--- config.mk ---
export PLATFORM = sky130hd
export DESIGN_NAME = ps2_scancode_rx
export DESIGN_NICKNAME = d
export VERILOG_FILES = /design/src/rtl/ps2_scancode_rx_pkg.sv /design/src/rtl/ps2_line_filter.sv /design/src/rtl/ps2_scancode_rx.sv
export SDC_FILE = /design/constraint.sdc
export NUM_CORES = 1
export LEC_CHECK = 0
export ABC_CLOCK_PERIOD_IN_PS = 2220
export CORE_MARGIN = 5
export CORE_UTILIZATION = 52
export CTS_CLUSTER_DIAMETER = 80
export DETAILED_ROUTE_END_ITERATION = 10
export HOLD_SLACK_MARGIN = 0.02
export PLACE_DENSITY = 0.73
export SLEW_MARGIN = 20
export SYNTH_ARGS = -nofsm -noshare
export SYNTH_HDL_FRONTEND = slang
export SYNTH_SLANG_ARGS = --single-unit
--- constraint.sdc ---
create_clock -name clk -period 2.22 [get_ports clk]
set_clock_uncertainty 0.1 [all_clocks]
set_input_delay 0.222 -clock clk [delete_from_list [all_inputs] [get_ports clk]]
set_output_delay 0.222 -clock clk [all_outputs]
set_load 0.05 [all_outputs]
--- src/rtl/ps2_scancode_rx_pkg.sv ---
// Shared definitions for the PS/2 scancode receiver.
//   - Set-2 scancode constants (extended prefix, break prefix, error codes)
//   - Frame receiver FSM state type
//   - Timeout length derivation from clock frequency and microseconds
package ps2_scancode_rx_pkg;

  localparam logic [7:0] SC_EXT   = 8'hE0;
  localparam logic [7:0] SC_BREAK = 8'hF0;
  localparam logic [7:0] SC_ERR0  = 8'h00;
  localparam logic [7:0] SC_ERR1  = 8'hFF;

  typedef enum logic [1:0] {
    ST_IDLE,
    ST_DATA,
    ST_PARITY,
    ST_STOP
  } rx_state_t;

  function automatic int unsigned timeout_cycles(input int unsigned clk_hz,
                                                 input int unsigned timeout_us);
    return (clk_hz / 1000000) * timeout_us;
  endfunction

endpackage

--- src/rtl/ps2_line_filter.sv ---
// Conditions the raw PS/2 clock line.
//   clk    in  system clock
//   reset  in  asynchronous active-high reset
//   raw    in  raw line, asynchronous to clk
//   fall   out one-cycle strobe on a falling edge of the filtered level
// The filtered level only follows the synchronized line after FILTER_LEN
// consecutive samples that all disagree with the current filtered level.
module ps2_line_filter #(
  parameter int unsigned FILTER_LEN = 8
) (
  input  logic clk,
  input  logic reset,
  input  logic raw,
  output logic fall
);

  localparam int unsigned CW = $clog2(FILTER_LEN + 1);

  logic          sync1;
  logic          sync2;
  logic          level;
  logic [CW-1:0] cnt;

  // Lines idle high, so reset to 1 to avoid a spurious edge after reset.
  always_ff @(posedge clk or posedge reset) begin
    if (reset) begin
      sync1 <= 1'b1;
      sync2 <= 1'b1;
      level <= 1'b1;
      cnt   <= '0;
      fall  <= 1'b0;
    end else begin
      sync1 <= raw;
      sync2 <= sync1;
      fall  <= 1'b0;
      if (sync2 == level) begin
        cnt <= '0;
      end else if (cnt == CW'(FILTER_LEN - 1)) begin
        level <= sync2;
        cnt   <= '0;
        fall  <= level & ~sync2;
      end else begin
        cnt <= cnt + CW'(1);
      end
    end
  end

endmodule

--- src/rtl/ps2_scancode_rx.sv ---
// PS/2 keyboard receiver with Set-2 make/break/extended decoding.
//   clk           in  system clock (CLK_HZ)
//   reset         in  asynchronous active-high reset
//   ps2_clk       in  raw PS/2 clock
//   ps2_data      in  raw PS/2 data
//   key_code      out last decoded key byte, held until the next key event
//   key_extended  out last key event was E0-prefixed
//   new_key       out one-cycle pulse on a key press (repeats suppressed)
//   key_released  out one-cycle pulse on a key release
//   frame_err     out one-cycle pulse on parity/stop/timeout/error-code
//   busy          out frame reception in progress
module ps2_scancode_rx
  import ps2_scancode_rx_pkg::*;
#(
  parameter int unsigned CLK_HZ     = 50000000,
  parameter int unsigned TIMEOUT_US = 1000,
  parameter int unsigned FILTER_LEN = 8
) (
  input  logic       clk,
  input  logic       reset,
  input  logic       ps2_clk,
  input  logic       ps2_data,
  output logic [7:0] key_code,
  output logic       key_extended,
  output logic       new_key,
  output logic       key_released,
  output logic       frame_err,
  output logic       busy
);

  localparam int unsigned TO_CYC = timeout_cycles(CLK_HZ, TIMEOUT_US);
  localparam int unsigned TW     = $clog2(TO_CYC + 1);

  logic          strobe;
  logic          data_s1;
  logic          data_s;
  rx_state_t     state;
  logic [2:0]    bit_cnt;
  logic [7:0]    shreg;
  logic          par_ok;
  logic [TW-1:0] tcnt;
  logic          ext;
  logic          brk;
  logic          held_valid;
  logic [8:0]    held_code;

  ps2_line_filter #(.FILTER_LEN(FILTER_LEN)) u_clk_filter (
    .clk   (clk),
    .reset (reset),
    .raw   (ps2_clk),
    .fall  (strobe)
  );

  always_ff @(posedge clk or posedge reset) begin
    if (reset) begin
      data_s1 <= 1'b1;
      data_s  <= 1'b1;
    end else begin
      data_s1 <= ps2_data;
      data_s  <= data_s1;
    end
  end

  assign busy = (state != ST_IDLE);

  // The byte is decoded on the accepting stop-bit strobe so the event
  // outputs register one clock after that strobe.
  always_ff @(posedge clk or posedge reset) begin
    if (reset) begin
      state        <= ST_IDLE;
      bit_cnt      <= '0;
      shreg        <= '0;
      par_ok       <= 1'b0;
      tcnt         <= '0;
      ext          <= 1'b0;
      brk          <= 1'b0;
      held_valid   <= 1'b0;
      held_code    <= '0;
      key_code     <= '0;
      key_extended <= 1'b0;
      new_key      <= 1'b0;
      key_released <= 1'b0;
      frame_err    <= 1'b0;
    end else begin
      new_key      <= 1'b0;
      key_released <= 1'b0;
      frame_err    <= 1'b0;

      if (strobe) begin
        tcnt <= '0;
      end else if (state != ST_IDLE && tcnt != TW'(TO_CYC)) begin
        tcnt <= tcnt + TW'(1);
      end

      case (state)
        ST_IDLE: begin
          if (strobe && !data_s) begin
            state   <= ST_DATA;
            bit_cnt <= '0;
          end
        end
        ST_DATA: begin
          if (strobe) begin
            shreg   <= {data_s, shreg[7:1]};
            bit_cnt <= bit_cnt + 3'd1;
            if (bit_cnt == 3'd7) state <= ST_PARITY;
          end
        end
        ST_PARITY: begin
          if (strobe) begin
            par_ok <= (^shreg) ^ data_s;
            state  <= ST_STOP;
          end
        end
        ST_STOP: begin
          if (strobe) begin
            state <= ST_IDLE;
            if (!(data_s && par_ok)) begin
              frame_err <= 1'b1;
              ext       <= 1'b0;
              brk       <= 1'b0;
            end else if (shreg == SC_EXT) begin
              ext <= 1'b1;
            end else if (shreg == SC_BREAK) begin
              brk <= 1'b1;
            end else if (shreg == SC_ERR0 || shreg == SC_ERR1) begin
              frame_err <= 1'b1;
              ext       <= 1'b0;
              brk       <= 1'b0;
            end else begin
              ext <= 1'b0;
              brk <= 1'b0;
              if (brk) begin
                key_code     <= shreg;
                key_extended <= ext;
                key_released <= 1'b1;
                if (held_valid && held_code == {ext, shreg}) held_valid <= 1'b0;
              end else if (!(held_valid && held_code == {ext, shreg})) begin
                key_code     <= shreg;
                key_extended <= ext;
                new_key      <= 1'b1;
                held_code    <= {ext, shreg};
                held_valid   <= 1'b1;
              end
            end
          end
        end
      endcase

      if (state != ST_IDLE && !strobe && tcnt == TW'(TO_CYC)) begin
        state     <= ST_IDLE;
        frame_err <= 1'b1;
        ext       <= 1'b0;
        brk       <= 1'b0;
      end
    end
  end

endmodule

# --- Word level (Yosys, flattened, before mapping) ---
# Cells that the tools add are included.
totals:
  register_bits: 64
  in_bits: 4
  output_inout_bits: 13
  word_cells: 140
op_classes:
  n_addsub: 3
  n_eq_ne: 23
  n_mux: 57
  bitwise_logic: 9
  n_reduce_logical: 27
ops:
  columns: ["cell", "n"]
  rows:
  - ["1-bit 2-to-1 mux", 41]
  - ["16-bit 2-to-1 mux", 2]
  - ["8-bit == test, second input constant", 3]
  - ["16-bit by 1-bit adder with 16-bit output, second input constant", 1]
  - ["16-bit == test, second input constant", 1]
  - ["8-bit 2-to-1 mux", 2]
  - ["16-bit != test, second input constant", 1]
  - ["8-bit AND reduction", 2]
  - ["2-bit 2-to-1 mux", 6]
  - ["3-bit by 2-bit != test with 1-bit output, second input constant", 4]
  - ["2-bit nonzero test", 5]
  - ["9-bit == test", 1]
  - ["3-bit AND reduction", 3]
  - ["8-bit zero test", 1]
  - ["4-bit 2-to-1 mux", 2]
  - ["2-bit one-hot mux with 4 select lines", 1]
  - ["8-bit XOR reduction", 1]
  - ["1-bit inverter", 7]
  - ["7-bit AND reduction", 1]
  - ["1-bit logical AND", 6]
  - ["3-bit 2-to-1 mux", 2]
  - ["3-bit != test, second input constant", 2]
  - ["3-bit one-hot mux with 2 select lines", 1]
  - ["2-bit AND reduction", 3]
  - ["16 further kinds", 20]

# --- Longest topological paths before layout ---
depth:
  word_depth: 10
  depth_mapped: 8
  mapped_depth_nobuf: 7

# --- Hierarchy ---
# From an unflattened synthesis, not the netlist that was laid out.
unflattened:
  cells_unflattened: 288
  area_unflattened_um2: 3209.3
by_module_without_submodules:
  columns: ["module", "n_inst", "cells_per_inst", "area_per_inst_um2", "seq_area_each_um2"]
  rows:
  - ["ps2_scancode_rx", 1, 264, 2872.8, 1403.8]
  - ["ps2_line_filter", 1, 24, 336.6, 203.9]

# --- Least setup slack after synthesis ---
# Ideal clock, no wire load.
synth_path:
  kind: "reg-to-reg"
  start: "register shreg[4]"
  end: "register held_code[1]"
  setup_time_ns: 0.125
  t_arrival_ns: 1.910
  required_ns: 1.995
  setup_slack_ns: 0.085
  stages_incl_launch_ff: 8
  n_path_buf: 0
  period_less_slack_ns: 2.135
  cell_sequence: "dfrtp_1 -> inv_1 -> ha_1 -> o2111ai_1 -> nand4_1 -> nor2_1 -> nand2_1 -> mux2_2"
synth_via:
  elab_chain_len: 4
  word_cells_on_any_way: 12
  classes_between: "eq/ne (4); bitwise (4); reduce/logical (4)"
synth_rtl:
  columns: ["element", "line", "source"]
  rows:
  - ["start: declaration", "ps2_scancode_rx.sv:39", "logic [7:0] shreg;"]
  - ["start signal: assignment", "ps2_scancode_rx.sv:104", "shreg <= {data_s, shreg[7:1]};"]
  - ["9-bit == test, or another cell as far along", "ps2_scancode_rx.sv:138", "end else if (!(held_valid && held_code == {ext, shreg})) begin"]
  - ["1-bit logical AND / 1-bit logical OR (equally long branches)", "ps2_scancode_rx.sv:138, ps2_scancode_rx.sv:126", null]
  - ["1-bit inverter (no line)", null, null]
  - ["8-bit AND reduction (no line) (*)", null, null]
  - ["end signal: assignment", "ps2_scancode_rx.sv:142", "held_code <= {ext, shreg};"]
  - ["end: declaration", "ps2_scancode_rx.sv:45", "logic [8:0] held_code;"]
# Every way passes the cells marked *; elsewhere a longest branch is shown, timed or not.
# A chain may end at the register's enable or synchronous reset.

# --- Worst setup path after layout ---
layout_path:
  start: "register shreg[5]"
  end: "register held_code[0]"
# Same word-level chain as after synthesis.

==> reports/metrics.yaml <==
critical_path:
  crit_slowest_cell: "dfrtp_2"
  cp_slowest_stage_delay_ns: 0.46
  critical_path.top_delay_family: "buffers and inverters"
  required_ns: 2.35
  cp_common_cell: "buf_4"
  reg2reg_slack_ns: 0.1
  ff2ff_path_depth: 8
  path_max_fanout: 7
  cp.buffers_inverters: 3
  r2r-start: "shreg[5]"
  path_depth: 8
  reg2reg_to: "held_code[0]"
  worstSetupPathType: "reg -> reg"
  start_kind: "flip-flop"
  endpoint_kind: "flip-flop"
  cp_cell_sequence: "ha_1 -> buf_4 -> nand4_1 -> nand4_1 -> buf_4 -> nor2_1 -> buf_4 -> mux2_2"
  worstPathArrival_ns: 2.25
synth:
  synthArstFlopShare_pct: 100
  synthesis.area_um2: 3160
  syn_nets: 312
  seq_area_frac_synth_pct: 50.8
  netlist_instances: 288
  yosys.area.top_type: "dfrtp_1"
  synthTopCellsByCount: "dfrtp_1, nor2_1, nand2_1"
  ys_ff_latch: 64
  synth_ff_type: "dfrtp_1"
  synth_edf_count: 0
  synthTopCellsByArea: "dfrtp_1, ha_1, xnor2_1"
  synth_top_area_share_pct: 46.7
  ys_warn_count: 0
  synth_cell_types: 38
  avgSynthCellArea_um2: 11.0
  synth.most_common_cell: "dfrtp_1"
sta:
  worst_slew_pin_slew_ns: 0.501
  drv_slew: 0
  finalHoldViolations: 0
  slew_headroom_pct: 66.5
  period_share_pct: 95.6
  timing.fmax_ghz: 0.471
  post-route-min-period_ns: 2.12
  finalSetupViolCount: 0
  holdWs_ns: 0.161
die:
  die_w_um: 88.0
  fp.dieH_um: 88.0
  dieArea_um2: 7740
  rows: 28
  ios: 17
  initial_core_util_pct: 53.4
  core_area_um2: 5920
grt:
  antenna_found_initial: 0
  grt_pass1_vias: 2126
  grt-ovfl-total: 0
  grt_pass1_wl_um: 10200
  grtUsageTotal_pct: 17.3
  grt_max_degree: 65
clock_network:
  h-tree-depth: 3
  postCtsHoldBufs: 0
  cts_buffer_depth: 2
  clock_sinks: 64
  insertion_delay_ns: 0.34
  cts_buffers: 9
  clk_pin_slew_ns: 0.07
  cts_root_buf: "clkbuf_8"
  cts_tree: "yes"
placed_design:
  dp_hpwl_um: 4140
  gp_congestion: 0.823
  port_buffers: 16
  place_inst: 388
hold_path:
  hp-class: "in -> async"
outcome:
  outcome: "complete, no violations"
power_and_ir_drop:
  power_frac_clock_pct: 33.6
  power_density_nw_per_um2: 794
  power_switching_mw: 0.920
  ir_drop_mv: 0.573
  p_int_mw: 2.04
  comb_power_share_pct: 19.9
  swShare_pct: 31.1
  p_seq_share_pct: 46.6
  leakage_nw: 1.74
layout:
  layout-drive-gt1-share_pct: 19.8
  stdcell_count: 404
  area_growth_pct: 17.7
  diodes: 0
  post-route-util_pct: 62.9
  nNetsFinal: 348
drt:
  drt-vias-per-instance: 5.24
  wire_per_inst_um: 14.5
  drt-total-wl_um: 5880
  ant_nets: 0
  initialDrtViolationCount: 114
  vias: 2115
  route.detailed.drc: 0
  firstDrtPassIters: 4
job:
  drv_cap: 0
state kept, by name, summed over array words and instances (netlist names), 2 cells and up:
signal,cells
state,2
tcnt,16
shreg,8
bit_cnt,3
key_code,8
u_clk_filter.cnt,4
held_code,9
how the worst max path moves through the flow:
stage	slack (ns)	endpoint	from
final	0.1	held_code[0]	shreg[5]
after detailed placement	-0.06	key_code[5]	shreg[5]
after floorplan	0.09	held_code[1]	shreg[4]
after CTS	0.04	key_code[5]	shreg[5]
after global placement	-0.03	key_code[2]	shreg[5]
after global routing	-0.01	held_code[0]	shreg[3]
power by group through the flow:
stage          combinational, mW  clock [mW]  sequential, mW
6_report                   0.587       0.992            1.38
5_1_grt                    0.671        1.07            1.39
4_1_cts                    0.594        1.01            1.38
3_5_place_dp               0.585           0            1.40
3_3_place_gp               0.569           0            1.39
2_1_floorplan              0.443           0            1.38
layer usage:
layer	GRT usage [%]	share of wire, %
met5	0	0
met2	27.1	48
met4	8.37	1.9
met1	23.1	47
met3	3.39	3.1
repair_timing:
item,in CTS,in global routing
resized for setup,1,5
endpoints found under the hold margin,0,0
cloned,0,0
pin swaps,0,1
endpoints found under the setup margin,9,18
buffers inserted,0,0
final cells by class:
class | count | area [um^2]
Inverter | 20 | 75.1
Timing Repair Buffer | 31 | 283
Multi-Input combinational cell | 198 | 1470
Fill cell | 481 | 2200
Tap cell | 75 | 93.8
Clock buffer | 9 | 124
Clock inverter | 7 | 72.6
Sequential cell | 64 | 1610
logic make-up (layout without fill, tap and decap cells):
| logic type | after synthesis | after routing | share of synthesized area (%) |
|---|---|---|---|
| muxes | 21 | 21 | 8.50 |
| xor gates and xnor gates | 29 | 29 | 8.03 |
| buffers and inverters | 26 | 67 | 3.32 |
| and+or+nand+nor | 98 | 98 | 15.7 |
| DFF | 64 | 64 | 50.8 |
| adders and majority gates | 20 | 20 | 7.91 |
| AOI/OAI and AO/OA | 30 | 30 | 5.73 |
placed cells by master (no fill, tap or decap), types with 10 or more instances in the layout:
cell type,synthesis,final
xnor2_1,20,20
o21ai_0,12,12
dfrtp_1,59,57
mux2_2,11,11
nand4_1,10,10
buf_4,0,15
nor3_1,10,10
nor2_1,27,27
ha_1,20,20
nand2_1,25,24
clkdlybuf4s50_1,0,15
inv_1,20,19
worst min-delay path, cell delays in order:
cell and delay, ns:
clkdlybuf4s50_1 0.41, inv_2 0.07, buf_12 0.29
per-stage QoR:
stage / setup TNS, ns / instance area (um^2) / power [mW] / worst slack, ns
2_1_floorplan: 0 / 3160 / 1.82 / 0.0854
3_3_place_gp: -0.298 / 3510 / 1.96 / -0.0335
3_5_place_dp: -0.504 / 3510 / 1.98 / -0.0644
4_1_cts: 0 / 3710 / 2.98 / 0.0425
5_1_grt: -0.0265 / 3720 / 3.13 / -0.0107
6_report: 0 / 3720 / 2.96 / 0.0968
(Power assumes the default switching activity.)
